<file path="src/rtl/cthulhu_pkg.sv">
// Shared definitions for the party manager: register codes, status layout and status bit indices.
package cthulhu_pkg;

  localparam logic [3:0] REG_MAX_HP   = 4'h1;
  localparam logic [3:0] REG_CUR_HP   = 4'h2;
  localparam logic [3:0] REG_MAX_SAN  = 4'h3;
  localparam logic [3:0] REG_CUR_SAN  = 4'h4;
  localparam logic [3:0] REG_DAMAGE   = 4'h5;
  localparam logic [3:0] REG_HEAL     = 4'h6;
  localparam logic [3:0] REG_HORROR   = 4'h7;
  localparam logic [3:0] REG_EXPOSE   = 4'h8;
  localparam logic [3:0] REG_STATUS   = 4'hC;
  localparam logic [3:0] REG_IRQ_PEND = 4'hD;

  localparam int ST_DEAD      = 0;
  localparam int ST_WOUNDED   = 1;
  localparam int ST_HEALTHY   = 2;
  localparam int ST_MAD       = 3;
  localparam int ST_GOING_MAD = 4;
  localparam int ST_SANE      = 5;

  // Packed MSB-first, so dead lands on bit 0 and sane on bit 5.
  typedef struct packed {
    logic sane;
    logic going_mad;
    logic mad;
    logic healthy;
    logic wounded;
    logic dead;
  } status_st;

endpackage

</file>
<file path="src/rtl/cthulhu_party_manager_if.sv">
// Register bus with read-data handshake between a host (master) and the party manager (slave).
interface cthulhu_party_manager_if #(
   parameter int ADDR_W = 12,
   parameter int STAT_W = 8
);
   logic [ADDR_W-1:0] addr;
   logic              write_en;
   logic              valid;
   logic              ready;
   logic [STAT_W-1:0] data_w;
   logic              rready;
   logic              rvalid;
   logic [STAT_W-1:0] data_r;

   modport master (
      output addr, write_en, valid, data_w, rready,
      input  ready, rvalid, data_r
   );

   modport slave (
      input  addr, write_en, valid, data_w, rready,
      output ready, rvalid, data_r
   );
endinterface

</file>
<file path="src/rtl/cthulhu_char_core.sv">
// One investigator: saturating life/sanity arithmetic, exposure drain and registered status.
// Optional sticky event flag under CTHULHU_EVENT_IRQ_EN.
module cthulhu_char_core
   import cthulhu_pkg::*;
#(
   parameter int STAT_W       = 8,
   parameter int DRAIN_PERIOD = 16
) (
   input  logic              clk,
   input  logic              rst_n,
   input  logic              wr_en,
   input  logic [3:0]        wr_code,
   input  logic [STAT_W-1:0] wr_data,
   output logic [STAT_W-1:0] max_hp,
   output logic [STAT_W-1:0] cur_hp,
   output logic [STAT_W-1:0] max_san,
   output logic [STAT_W-1:0] cur_san,
   output logic              expose,
   output status_st          status
`ifdef CTHULHU_EVENT_IRQ_EN
   ,
   output logic              irq_flag
`endif
);

   localparam int CNT_W = $clog2(DRAIN_PERIOD);

   typedef struct packed {
      logic [STAT_W-1:0] max;
      logic [STAT_W-1:0] cur;
   } stat_t;

   stat_t            hp_q, hp_d, san_q, san_d;
   logic             expose_q, expose_d;
   logic [CNT_W-1:0] cnt_q, cnt_d;
   status_st         status_q, status_d;
   logic [STAT_W:0]  heal_sum;
   logic [5:0]       st_bits;
   logic             tick, san_wr;

   always_comb begin
      // NOTE: every output of this block gets a default first so no path leaves one unassigned (no latches).
      hp_d     = hp_q;
      san_d    = san_q;
      expose_d = expose_q;
      cnt_d    = '0;
      tick     = 1'b0;
      heal_sum = {1'b0, hp_q.cur} + {1'b0, wr_data};
      san_wr   = wr_en && (wr_code == REG_MAX_SAN || wr_code == REG_CUR_SAN ||
                           wr_code == REG_HORROR);

      if (expose_q && san_q.cur != '0) begin
         if (cnt_q == CNT_W'(DRAIN_PERIOD - 1)) tick = 1'b1;
         else                                  cnt_d = cnt_q + 1'b1;
      end
      // A host sanity write on the tick edge wins; the decrement is dropped.
      if (tick && !san_wr) san_d.cur = san_q.cur - 1'b1;

      if (wr_en) begin
         case (wr_code)
            REG_MAX_HP: begin
               hp_d.max = wr_data;
               if (hp_q.cur > wr_data) hp_d.cur = wr_data;
            end
            REG_CUR_HP:  hp_d.cur = (wr_data > hp_q.max) ? hp_q.max : wr_data;
            REG_MAX_SAN: begin
               san_d.max = wr_data;
               san_d.cur = (san_q.cur > wr_data) ? wr_data : san_q.cur;
            end
            REG_CUR_SAN: san_d.cur = (wr_data > san_q.max) ? san_q.max : wr_data;
            REG_DAMAGE:  hp_d.cur  = (hp_q.cur > wr_data) ? hp_q.cur - wr_data : '0;
            REG_HORROR:  san_d.cur = (san_q.cur > wr_data) ? san_q.cur - wr_data : '0;
            REG_HEAL: begin
               if (hp_q.cur != '0)
                  hp_d.cur = (heal_sum > {1'b0, hp_q.max}) ? hp_q.max : heal_sum[STAT_W-1:0];
            end
            REG_EXPOSE:  expose_d = wr_data[0];
            default: ;
         endcase
      end
   end

   always_comb begin
      st_bits               = '0;
      st_bits[ST_DEAD]      = (hp_q.cur == '0);
      st_bits[ST_WOUNDED]   = !st_bits[ST_DEAD] && (hp_q.cur < (hp_q.max >> 1));
      st_bits[ST_HEALTHY]   = !st_bits[ST_DEAD] && !st_bits[ST_WOUNDED];
      st_bits[ST_MAD]       = (san_q.cur == '0);
      st_bits[ST_GOING_MAD] = !st_bits[ST_MAD] && (san_q.cur <= (san_q.max >> 1));
      st_bits[ST_SANE]      = !st_bits[ST_MAD] && !st_bits[ST_GOING_MAD];
      status_d              = status_st'(st_bits);
   end

   // NOTE: all state is reset here; these are a handful of flops, not a memory array.
   always_ff @(posedge clk or negedge rst_n) begin
      if (!rst_n) begin
         hp_q     <= '0;
         san_q    <= '0;
         expose_q <= 1'b0;
         cnt_q    <= '0;
         status_q <= '0;
      end else begin
         // NOTE: non-blocking so every register samples pre-edge values.
         hp_q     <= hp_d;
         san_q    <= san_d;
         expose_q <= expose_d;
         cnt_q    <= cnt_d;
         status_q <= status_d;
      end
   end

`ifdef CTHULHU_EVENT_IRQ_EN
   logic prev_dead_q, prev_mad_q, flag_q, rise, clr;

   assign rise = (status_q[ST_DEAD] && !prev_dead_q) || (status_q[ST_MAD] && !prev_mad_q);
   assign clr  = wr_en && (wr_code == REG_IRQ_PEND) && wr_data[0];

   always_ff @(posedge clk or negedge rst_n) begin
      if (!rst_n) begin
         prev_dead_q <= 1'b0;
         prev_mad_q  <= 1'b0;
         flag_q      <= 1'b0;
      end else begin
         prev_dead_q <= status_q[ST_DEAD];
         prev_mad_q  <= status_q[ST_MAD];
         flag_q      <= rise ? 1'b1 : (clr ? 1'b0 : flag_q);
      end
   end

   assign irq_flag = flag_q;
`endif

   assign max_hp  = hp_q.max;
   assign cur_hp  = hp_q.cur;
   assign max_san = san_q.max;
   assign cur_san = san_q.cur;
   assign expose  = expose_q;
   assign status  = status_q;

endmodule

</file>
<file path="src/rtl/cthulhu_party_manager.sv">
// Party manager top: address decode, read mux and read-data handshake over NUM_CHAR character cores.
// Optional irq output and IRQ_PEND register under CTHULHU_EVENT_IRQ_EN.
module cthulhu_party_manager
   import cthulhu_pkg::*;
#(
   parameter int NUM_CHAR     = 4,
   parameter int STAT_W       = 8,
   parameter int ADDR_W       = 12,
   parameter int DRAIN_PERIOD = 16
) (
   input logic clk,
   input logic rst_n,
   cthulhu_party_manager_if.slave bus
`ifdef CTHULHU_EVENT_IRQ_EN
   ,
   output logic irq
`endif
);

   logic [3:0]        code;
   logic [7:0]        idx;
   logic              accept;
   logic [STAT_W-1:0] rd_val;
   logic              rvalid_q;
   logic [STAT_W-1:0] data_r_q;

   logic [STAT_W-1:0] max_hp  [NUM_CHAR];
   logic [STAT_W-1:0] cur_hp  [NUM_CHAR];
   logic [STAT_W-1:0] max_san [NUM_CHAR];
   logic [STAT_W-1:0] cur_san [NUM_CHAR];
   logic              expose  [NUM_CHAR];
   status_st          status  [NUM_CHAR];
`ifdef CTHULHU_EVENT_IRQ_EN
   logic [NUM_CHAR-1:0] flags;
   assign irq = |flags;
`endif

   assign code      = bus.addr[11:8];
   assign idx       = bus.addr[7:0];
   assign bus.ready = !rvalid_q || bus.rready;
   assign accept    = bus.valid && bus.ready;

   for (genvar g = 0; g < NUM_CHAR; g++) begin : g_char
      cthulhu_char_core #(
         .STAT_W       (STAT_W),
         .DRAIN_PERIOD (DRAIN_PERIOD)
      ) u_core (
         .clk      (clk),
         .rst_n    (rst_n),
         .wr_en    (accept && bus.write_en && (idx == 8'(g))),
         .wr_code  (code),
         .wr_data  (bus.data_w),
         .max_hp   (max_hp[g]),
         .cur_hp   (cur_hp[g]),
         .max_san  (max_san[g]),
         .cur_san  (cur_san[g]),
         .expose   (expose[g]),
         .status   (status[g])
`ifdef CTHULHU_EVENT_IRQ_EN
         ,
         .irq_flag (flags[g])
`endif
      );
   end

   // Out-of-range indices match no core and fall through to zero.
   always_comb begin
      rd_val = '0;
      for (int i = 0; i < NUM_CHAR; i++) begin
         if (idx == 8'(i)) begin
            case (code)
               REG_MAX_HP:   rd_val = max_hp[i];
               REG_CUR_HP:   rd_val = cur_hp[i];
               REG_MAX_SAN:  rd_val = max_san[i];
               REG_CUR_SAN:  rd_val = cur_san[i];
               REG_EXPOSE:   rd_val = STAT_W'(expose[i]);
               REG_STATUS:   rd_val = STAT_W'(status[i]);
`ifdef CTHULHU_EVENT_IRQ_EN
               REG_IRQ_PEND: rd_val = STAT_W'(flags[i]);
`endif
               default:      rd_val = '0;
            endcase
         end
      end
   end

   always_ff @(posedge clk or negedge rst_n) begin
      if (!rst_n) begin
         rvalid_q <= 1'b0;
         data_r_q <= '0;
      end else if (accept && !bus.write_en) begin
         rvalid_q <= 1'b1;
         data_r_q <= rd_val;
      end else if (rvalid_q && bus.rready) begin
         rvalid_q <= 1'b0;
      end
   end

   assign bus.rvalid = rvalid_q;
   assign bus.data_r = data_r_q;

endmodule

</file>
<file path="src/flat_wrapper.sv">
// flat-port wrapper written by rule: the top's interface ports become plain ports
module cthulhu_party_manager_flat import cthulhu_pkg::*;
#(
   parameter int NUM_CHAR     = 4,
   parameter int STAT_W       = 8,
   parameter int ADDR_W       = 12,
   parameter int DRAIN_PERIOD = 16
)
  (clk, rst_n, bus_addr, bus_write_en, bus_valid, bus_data_w, bus_rready, bus_ready, bus_rvalid, bus_data_r);
  cthulhu_party_manager_if #(.ADDR_W(ADDR_W), .STAT_W(STAT_W)) bus_i ();
  input logic clk;
  input logic rst_n;
  input wire logic [$bits(bus_i.addr)-1:0] bus_addr;
  input wire logic [$bits(bus_i.write_en)-1:0] bus_write_en;
  input wire logic [$bits(bus_i.valid)-1:0] bus_valid;
  input wire logic [$bits(bus_i.data_w)-1:0] bus_data_w;
  input wire logic [$bits(bus_i.rready)-1:0] bus_rready;
  output wire logic [$bits(bus_i.ready)-1:0] bus_ready;
  output wire logic [$bits(bus_i.rvalid)-1:0] bus_rvalid;
  output wire logic [$bits(bus_i.data_r)-1:0] bus_data_r;
  assign bus_i.addr = bus_addr;
  assign bus_i.write_en = bus_write_en;
  assign bus_i.valid = bus_valid;
  assign bus_i.data_w = bus_data_w;
  assign bus_i.rready = bus_rready;
  assign bus_ready = bus_i.ready;
  assign bus_rvalid = bus_i.rvalid;
  assign bus_data_r = bus_i.data_r;
  cthulhu_party_manager #(.NUM_CHAR(NUM_CHAR), .STAT_W(STAT_W), .ADDR_W(ADDR_W), .DRAIN_PERIOD(DRAIN_PERIOD)) u_core (.clk(clk), .rst_n(rst_n), .bus(bus_i));
endmodule
</file>
<file path="config.mk">
export PLATFORM = sky130hd
export DESIGN_NAME = cthulhu_party_manager_flat
export DESIGN_NICKNAME = d
export VERILOG_FILES = /design/src/rtl/cthulhu_pkg.sv /design/src/rtl/cthulhu_party_manager_if.sv /design/src/rtl/cthulhu_char_core.sv /design/src/rtl/cthulhu_party_manager.sv /design/src/flat_wrapper.sv
export SDC_FILE = /design/constraint.sdc
export NUM_CORES = 1
export LEC_CHECK = 0
export CORE_UTILIZATION = 35
export CTS_CLUSTER_DIAMETER = 40
export CTS_CLUSTER_SIZE = 16
export DETAILED_ROUTE_END_ITERATION = 12
export GPL_TIMING_DRIVEN = 0
export PLACE_DENSITY = 0.56
export SKIP_LAST_GASP = 1
export SLEW_MARGIN = 20
export SYNTH_ARGS = -nofsm -noshare
export SYNTH_HDL_FRONTEND = slang
export SYNTH_SLANG_ARGS = --single-unit
</file>
<file path="constraint.sdc">
create_clock -name clk -period 3.82 [get_ports clk]
set_input_delay 0.573 -clock clk [delete_from_list [all_inputs] [get_ports clk]]
set_output_delay 0.573 -clock clk [all_outputs]
set_load 0.02 [all_outputs]
</file>
# ---- Word-level counts from Yosys, hierarchy flattened
# Cells that the tools add are included.
dict set report word_totals {
  reg_bits 181
  in_bits 25
  out_inout_bits 10
  elab_cells 296
}
dict set report classes {
  add_sub_neg 20
  magnitude_cmp 28
  n_eq_ne 28
  mux 74
  reduce_logical 96
}
# cell count
set op_table {}
lappend op_table {{$mux W8} 44}
lappend op_table {{$pmux W8 S6} 4}
lappend op_table {{$gt A8 B8 Y1} 16}
lappend op_table {{$pmux W8 S4} 4}
lappend op_table {{$pmux W8 S3} 4}
lappend op_table {{$logic_not A8 Y1} 9}
lappend op_table {{$reduce_bool A8 Y1} 8}
lappend op_table {{$sub A8 B8 Y8} 8}
lappend op_table {{$add A8 B8 Y9} 4}
lappend op_table {{$gt A9 B8 Y1} 4}
lappend op_table {{$logic_and A1 B1 Y1} 36}
lappend op_table {{$le A8 B7 Y1} 4}
lappend op_table {{$lt A8 B7 Y1} 4}
lappend op_table {{$mux W4} 8}
lappend op_table {{$sub A8 B1 Y8 const B} 4}
lappend op_table {{$eq A4 B4 Y1 const B} 6}
lappend op_table {{$reduce_and A2 Y1} 12}
lappend op_table {{$logic_not A1 Y1} 22}
lappend op_table {{$add A4 B1 Y4 const B} 4}
lappend op_table {{$eq A4 B3 Y1 const B} 4}
lappend op_table {{$eq A8 B2 Y1 const B} 2}
lappend op_table {{$ne A2 B2 Y1 const B} 8}
lappend op_table {{$reduce_and A4 Y1} 4}
lappend op_table {{$ne A3 B3 Y1 const B} 4}
lappend op_table {{other kinds (7)} 19}

# ---- Logic depth before layout (Yosys ltp)
# Gate-level depths: netlist of run 1.
dict set report logic_depth {
  word_depth 11
  mapped_depth 19
  ltp_nobuf 16
}

# ---- Hierarchy
# From an unflattened synthesis of run 1, not the netlist that was laid out.
dict set report hier_totals {
  cells_unflattened 2235
  hier_area_um2 19187.2
}
# module n_inst cells_each area_per_inst_um2 seq_area_each_um2
set modules_own_cells {}
lappend modules_own_cells {{cthulhu_char_core (u_core.g_char[2].u_core)} 1 535 4390.5 1076.0}
lappend modules_own_cells {{cthulhu_char_core (u_core.g_char[3].u_core)} 1 492 4376.7 1076.0}
lappend modules_own_cells {{cthulhu_char_core (u_core.g_char[1].u_core)} 1 497 4290.4 1076.0}
lappend modules_own_cells {{cthulhu_char_core (u_core.g_char[0].u_core)} 1 496 4279.1 1076.0}
lappend modules_own_cells {cthulhu_party_manager 1 215 1850.5 225.2}

# ---- Least setup slack after synthesis of run 1
# No wires, ideal clock.
dict set report synth_path {
  path_type {input to register}
  startpoint {input bus_data_w[1]}
  endpoint {register u_core.g_char[1].u_core.hp_q (netlist bit u_core.g_char[1].u_core.cur_hp[5])}
  setup_ns 0.125
  arrival_time_ns 4.552
  required_time_ns 3.695
  setup_slack_ns -0.857
  cell_stages 18
  path_buffers 3
  path_cell_list {clkbuf_1 clkbuf_1 inv_1 ha_1 nand2b_1 a21oi_1 a221oi_1 xnor2_1 inv_1 ha_1 a211o_1 o211ai_1 a31oi_1 a311o_1 buf_2 a21o_1 a221o_1 mux2_2}
}
dict set report synth_between {
  elab_chain_len 5
  word_cells_on_any_way 12
  classes_between {add/sub: 2; order compare: 3; eq/ne: 1; mux: 5; reduce/logical: 1}
}
# item line
set synth_rtl {}
lappend synth_rtl {{from (decl)} flat_wrapper.sv:16} ;# input wire logic [$bits(bus_i.data_w)-1:0] bus_data_w;
lappend synth_rtl {{$add A8 B8 Y9} cthulhu_char_core.sv:48} ;# heal_sum = {1'b0, hp_q.cur} + {1'b0, wr_data};
lappend synth_rtl {{$gt A9 B8 Y1} cthulhu_char_core.sv:75} ;# hp_d.cur = (heal_sum > {1'b0, hp_q.max}) ? hp_q.max : heal_sum[STAT_W-1:0];
lappend synth_rtl {{$mux W8} cthulhu_char_core.sv:75}
lappend synth_rtl {{$mux W8} cthulhu_char_core.sv:74} ;# if (hp_q.cur != '0)
lappend synth_rtl {{$pmux W8 S4} cthulhu_char_core.sv:60} ;# case (wr_code)
lappend synth_rtl {{to (signal assigned)} cthulhu_char_core.sv:104} ;# hp_q <= hp_d;
lappend synth_rtl {{to (decl)} cthulhu_char_core.sv:33} ;# stat_t hp_q, hp_d, san_q, san_d;
# Parallel ways exist; a longest one is shown, timed or not. The select of a mux whose other input is x is not followed.
# A chain may end at the register's enable or synchronous reset.

# ---- Final worst setup path of run 1
dict set report layout_path {
  startpoint {input bus_data_w[6]}
  endpoint {register u_core.g_char[1].u_core.hp_q (netlist bit u_core.g_char[1].u_core.cur_hp[5])}
}
# Same word-level chain as after synthesis.

==> results of run 1 <==
## power groups by stage
stage,Sequential (uW),Clock [uW],Combinational (uW)
after detailed placement,2200,0,1260
after floorplan,2120,0,846
final,2170,1880,1410
after CTS,2160,1890,1370
after global routing,2180,1970,1550
after global placement,2200,0,1230
## cell usage after synthesis (all sizes together), types with 12 or more instances
cell	number
a211oi	26
a21o	41
a21oi	112
a221oi	15
a222oi	35
a22oi	75
a31oi	56
buf	29
clkbuf	56
dfrtp	181
fa	12
ha	256
inv	132
mux2i	12
nand2	161
nand2b	24
nand3	26
nand3b	12
nand4	42
nor2	123
nor2b	36
nor3	46
nor4	31
o211ai	21
o21a	44
o21ai	160
o21bai	18
o22ai	13
or3	12
or4	16
xnor2	42
xor2	22
## cell type report
class | instances | area share, %
Clock inverter | 10 | 0.589
Antenna cell | 2 | 0.0241
Multi-Input combinational cell | 1650 | 60.8
Inverter | 132 | 2.51
Timing Repair Buffer | 115 | 5.62
Timing Repair inverter | 1 | 0.0361
Tap cell | 664 | 3.99
Sequential cell | 181 | 21.8
Buffer | 71 | 2.36
Clock buffer | 21 | 2.26
## metal layers
| metal | track usage (%) | routed length [um] |
|---|---|---|
| met4 | 12.7 | 3510 |
| met1 | 40.3 | 32100 |
| met3 | 4.68 | 6420 |
| met2 | 46.4 | 33600 |
| met5 | 0 | 0 |
## flip-flops by register name, indices dropped and copies added, names as in the netlist
signal,cells
u_core.g_char.u_core.expose,4
u_core.g_char.u_core.max_hp,32
u_core.g_char.u_core.cur_san,32
u_core.g_char.u_core.max_san,32
u_core.bus.data_r,8
u_core.g_char.u_core.status,24
u_core.g_char.u_core.cur_hp,32
u_core.bus.rvalid,1
u_core.g_char.u_core.cnt_q,16
## through the flow
stage          hold slack (ns)  std cells
2_1_floorplan            0.277       2048
3_3_place_gp             0.464       2746
3_5_place_dp             0.470       2748
4_1_cts                  0.487       2826
5_1_grt                  0.459       2845
6_report                 0.432       2847
## tightest hold or removal path: stages
cell and delay, ns:
buf_16 0.15, nand2_1 0.06, o21ai_0 0.07
## cell families (layout without fill, tap and decap cells)
family          after synthesis  after routing
xor+xnor                     64             64
compound gates              712            712
mux                          23             23
simple gates                583            583
other cells                   0              2
buf+inv                     217            350
fa+ha+maj                   268            268
flops                       181            181
## repair_timing
item / 4_1_cts / 5_1_grt
resized for setup: 130 / 46
gates cloned: 1 / 1
endpoints found under the setup margin: 64 / 32
hold buffers: 1 / 0
hold endpoints to repair: 31 / 0
buffers inserted: 53 / 24
pin swaps: 21 / 35
## worst max-delay path by stage
stage | start | endpoint | slack, ns | cells after the start
final | bus_data_w[6] | u_core.g_char[1].u_core.cur_hp[5] | 0.05 | 17
after global routing | u_core.g_char[1].u_core.cur_hp[0] | u_core.g_char[1].u_core.cur_hp[5] | -0.06 | 16
after CTS | bus_data_w[3] | u_core.g_char[3].u_core.cur_hp[7] | 0.003 | 20
after detailed placement | bus_data_w[5] | u_core.g_char[3].u_core.cur_hp[7] | -3.76 | 17
after global placement | rst_n | u_core.g_char[1].u_core.cnt_q[0] | -6.01 | 1
after floorplan | bus_data_w[1] | u_core.g_char[1].u_core.cur_hp[5] | -0.35 | 18
==> results.json, run 1 <==
{
  "status": "finished, final reports clean",
  "clk_latency_ns": 0.47,
  "hold_start": "bus_data_w[5]",
  "relSlewSlack_pct": 25.7,
  "first_pass_iters": 7,
  "path_buf_inv": 5,
  "synth-xor-area-share_pct": 3.18,
  "netlist_top_cells_area": "dfrtp_1 26%, ha_1 18%, o21ai_0 4.3%",
  "tns_ns": 0,
  "coreArea_mm2": 0.0493,
  "synth-compound-area-share_pct": 27.7,
  "max_freq_ghz": 0.265,
  "synth_top_area_share_pct": 25.7,
  "pin_count": 35,
  "fill_cells": 4929,
  "hold_viol_final": 0,
  "p_clk_share_pct": 34.4,
  "startpoint_type": "input pin",
  "synth_seq_cells": 181,
  "postLayoutCellArea_mm2": 0.0208,
  "drv_cap": 0,
  "fin_crit_sh_pct": 98.7,
  "synth_top_family_by_area": "compound AO/OA/AOI/OAI gates",
  "synthAdderAreaFrac_pct": 19.5,
  "cts_root_buf": "clkbuf_16",
  "ys_types": 85,
  "final.min_clock_period_ns": 3.77,
  "swShare_pct": 34.2,
  "critical-path-top-delay-family": "compound AO/OA/AOI/OAI gates",
  "fp-row-count": 81,
  "rsz0062_at_grt": "yes",
  "ys_async_sr_fraction_pct": 100,
  "cts_made_buffers": 17,
  "crit_required_ns": 4.17,
  "drt_wl_total_um": 75700,
  "rrSetupSlack_ns": 0.06,
  "grt_pass1_wl_um": 111000,
  "final-setup-viol-count": 0,
  "final_cell_mix": "244 x ha_1, 175 x dfrtp_1, 161 x nand2_1",
  "ant_nets": 0,
  "place.gp.congestion": 0.978,
  "yosysWarnings": 0,
  "total_power_uw": 5460,
  "path_class": "input pin to flip-flop",
  "seq_area_mm2": 0.00454,
  "drive_gt1_share_pct": 12.8,
  "rr_worst_depth": 15,
  "mostFrequentLayoutCell": "ha_1",
  "antenna_found_initial": 0,
  "p_comb_share_pct": 25.9,
  "netSwitchingPower_uw": 1870,
  "sequentialPowerShare_pct": 39.7,
  "cp_slowest_stage_delay_ns": 0.37,
  "htreeDepth": 4,
  "cpMaxStageDelayCell": "a311o_1",
  "syn_inst": 2048,
  "synth_simple_gate_area_share_pct": 17.6,
  "first_global_vias": 17200,
  "synth_area_leader_cell": "dfrtp_1",
  "wl_per_cell_um": 26.6,
  "vias": 18100,
  "cp_max_fo": 13,
  "grt_overflow": 0,
  "drtIter0Drc": 2214,
  "synth_edf_count": 0,
  "irDropWorstVdd_mv": 0.333,
  "p_int_uw": 3590,
  "hpwl_um": 53900,
  "cp_common_cell": "clkbuf_16",
  "start_util_pct": 35.8,
  "cts_tree": "yes",
  "die_h_um": 226,
  "avgSynthCellArea_um2": 8.60,
  "preCtsSetupSlack_ns": -3.76,
  "finalWorstSetupSlack_ns": 0.0510,
  "hold_path_class": "input pin to flip-flop",
  "die-area_mm2": 0.0512,
  "r2r_start": "u_core.g_char[1].u_core.cur_hp[0]",
  "synth_nets": 2341,
  "portBuffers": 34,
  "synth_flop_cell": "dfrtp_1",
  "netlist_area_mm2": 0.0176,
  "remaining_drc_errors": 0,
  "vias_per_cell": 6.34,
  "fin_nets": 2462,
  "p_leak_uw": 0.00922,
  "clk_pin_slew_ns": 0.07,
  "place_area_mm2": 0.0190,
  "fp.dieW_um": 226,
  "globalRouteTotalUtil_pct": 29.6,
  "slew_viol_final": 0,
  "tightest_slew_ns": 1.10,
  "endpoint_kind": "flip-flop",
  "finish.utilization_pct": 42.2,
  "finalClockSkew_ns": 0.0127,
  "powerDensity_mw_per_mm2": 263,
  "syn_to_final_growth_pct": 18.1,
  "reg2reg_to": "u_core.g_char[1].u_core.cur_hp[5]",
  "muxShareOfSynthArea_pct": 1.39,
  "synth.yosys.seq_area_share_pct": 25.7,
  "grt_max_degree": 77,
  "multiInputGateArea_mm2": 0.0127,
  "clk_path_buf_depth": 2,
  "min_path_cells": 3,
  "cts.sinks": 181,
  "crit_arrival_ns": 4.12,
  "min_to": "u_core.g_char[2].u_core.max_hp[5]",
  "crit_chain": "buf_12 > clkbuf_16 > clkbuf_16 > clkinvlp_4 > buf_4 > ha_4 > o21bai_1 > o211ai_1 > xnor2_2 > ha_1 > nand4_1 > o22ai_2 > a31oi_1 > a311o_1 > a21o_1 > a221o_1 > mux2_4"
}
No activity file was read; power rests on OpenSTA's default activity.
==> inputs of run 2 (changes only) <==
Settings changed: CORE_UTILIZATION 35 to 45, PLACE_DENSITY 0.56 to 0.67.
==> run 2 against run 1 <==
  * The flow now finishes with violations (setup timing)
  * Die area is 22% lower
  * Hold slack improved by 0.0048 ns
  * Worst setup slack worse by 0.070 ns
  * Sequential cell count stayed put
  * Non-clock buffer count down 5
  * Cell count down 5.3%
  * Combinational power is essentially flat
  * Maximum frequency is 1.8% lower
  * Power up 2.7%
  * Clock skew grew 0.0018 ns
  * Highest routed layer is now met5
==> results.json, run 2 (synthesis gave the netlist of run 1 again) <==
{
  "drt_wl_total_um": 71900,
  "p_leak_uw": 0.00916,
  "finalWorstSetupSlack_ns": -0.0192,
  "p_clk_share_pct": 36.5,
  "drtIter0Drc": 2478,
  "clk_latency_ns": 0.46,
  "start_util_pct": 45.6,
  "htreeDepth": 4,
  "fp-row-count": 72,
  "final_cell_mix": "244 x ha_1, 173 x dfrtp_1, 161 x nand2_1",
  "vias_per_cell": 6.78,
  "dpl.cell_count": 2602,
  "die-area_mm2": 0.0399,
  "fin_crit_sh_pct": 101,
  "grt_pass1_wl_um": 107000,
  "endpoint_kind": "flip-flop",
  "antenna_found_initial": 3,
  "cp_slowest_stage_delay_ns": 0.36,
  "crit_required_ns": 4.16,
  "wl_per_cell_um": 26.7,
  "sequentialPowerShare_pct": 38.4,
  "drv_cap": 0,
  "globalRouteTotalUtil_pct": 36.6,
  "slew_viol_final": 0,
  "tns_ns": -0.0192,
  "cts.sinks": 181,
  "final-setup-viol-count": 1,
  "grt_overflow": 0,
  "powerDensity_mw_per_mm2": 273,
  "grt_max_degree": 91,
  "mostFrequentLayoutCell": "ha_1",
  "place.gp.congestion": 1.02,
  "cts_root_buf": "clkbuf_16",
  "hpwl_um": 50900,
  "crit_arrival_ns": 4.17,
  "startpoint_type": "input pin",
  "status": "finished with violations",
  "preCtsSetupSlack_ns": -3.65,
  "relSlewSlack_pct": 26.9,
  "max_freq_ghz": 0.260,
  "final.min_clock_period_ns": 3.84,
  "clk_pin_slew_ns": 0.08,
  "hold_viol_final": 0,
  "whs_ns": 0.437,
  "tightest_slew_ns": 1.09,
  "path_class": "input pin to flip-flop",
  "swShare_pct": 32.9,
  "p_int_uw": 3770,
  "irDropWorstVdd_mv": 0.233,
  "fp.dieW_um": 200,
  "drive_gt1_share_pct": 12.3,
  "cp_common_cell": "clkbuf_16",
  "pin_count": 35,
  "hold_path_class": "input pin to flip-flop",
  "coreArea_mm2": 0.0386,
  "cp_max_fo": 13,
  "cts_tree": "yes",
  "ant_nets": 0,
  "postLayoutCellArea_mm2": 0.0206,
  "fin_cells": 2696,
  "clk_path_buf_depth": 2,
  "cpMaxStageDelayCell": "a221o_1",
  "fin_nets": 2457,
  "place_area_mm2": 0.0188,
  "first_global_vias": 17400,
  "violations": "setup timing",
  "syn_to_final_growth_pct": 16.7,
  "netSwitchingPower_uw": 1850,
  "remaining_drc_errors": 0,
  "cts_made_buffers": 17,
  "rsz0062_at_grt": "yes",
  "portBuffers": 34,
  "die_h_um": 200,
  "first_pass_iters": 7,
  "crit_chain": "buf_12 > clkbuf_16 > clkbuf_16 > clkinvlp_4 > buf_4 > ha_4 > o21bai_2 > o211ai_1 > xnor2_1 > ha_1 > nand4_1 > o22ai_2 > a31oi_1 > a311o_1 > buf_6 > a21o_1 > a221o_1 > mux2_4",
  "vias": 18300,
  "finalClockSkew_ns": 0.0144,
  "p_comb_share_pct": 25.1
}
## run 2: changes by cell type in the layout (fill, tap and decap cells not counted), moves of 3 or more
cell / change
xnor2_2: -3
bufinv_16: +3
xor2_2: -3
ha_2: -4
xnor2_1: +4
ha_4: +4
xor2_1: +3
## run 2: repair_timing
action	CTS	global route
pin swaps	12	28
endpoints found under the setup margin	64	25
endpoints found under the hold margin	12	0
gates cloned	1	1
resized for setup	137	50
hold buffers	1	0
setup buffers	47	28
## run 2: power by group through the flow
stage | registers (uW) | logic, uW | clock network (uW)
final | 2160 | 1410 | 2050
after global routing | 2160 | 1530 | 2120
after CTS | 2150 | 1350 | 2040
after detailed placement | 2180 | 1260 | 0
after global placement | 2180 | 1220 | 0
after floorplan | 2120 | 846 | 0
## run 2: worst paths after layout
kind                       slack [ns]  cells past startpoint                                 end                               from
min in group asynchronous        0.58                      2   u_core.g_char[3].u_core.cur_hp[2]                              rst_n
min                              0.44                      3   u_core.g_char[2].u_core.max_hp[4]                      bus_data_w[4]
max reg2reg                      0.09                     14   u_core.g_char[1].u_core.cur_hp[5]  u_core.g_char[1].u_core.cur_hp[4]
min reg2reg                      0.47                      2                u_core.bus.data_r[2]               u_core.bus.data_r[2]
max in group asynchronous        2.16                      4  u_core.g_char[1].u_core.max_san[6]                              rst_n
max                             -0.02                     18   u_core.g_char[1].u_core.cur_hp[5]                      bus_data_w[6]
## run 2: critical path: cells and delay by family
family	cells	cell delay [ns]
adders and majority gates	2	0.62
and+or+nand+nor	1	0.10
buffers and inverters	6	0.98
xor gates and xnor gates	1	0.18
muxes	1	0.26
AOI/OAI and AO/OA	7	1.44
## run 2: layer usage
layer	track usage [%]	share of wire [%]	up-vias
li1	-	-	8018
met1	47.0	39	8866
met2	55.8	43	1123
met3	8.99	11	277
met4	21.0	6.3	4
met5	0	0.038	-
## run 2: layout make-up
class                           count  area (um^2)
Timing Repair Buffer              113         1130
Buffer                             68          439
Inverter                          132          522
Clock buffer                       20          457
Antenna cell                        1         2.50
Fill cell                        3521        18100
Timing Repair inverter              1         7.51
Multi-Input combinational cell   1650        12600
Clock inverter                     12          200
Sequential cell                   181         4540
Tap cell                          518          648
## run 2: metrics by stage
step	total power, uW	util (%)
2_1_floorplan	2970	-
6_report	5610	53.2
4_1_cts	5540	52.4
3_5_place_dp	3440	48.7
3_3_place_gp	3400	48.5
5_1_grt	5810	53.2
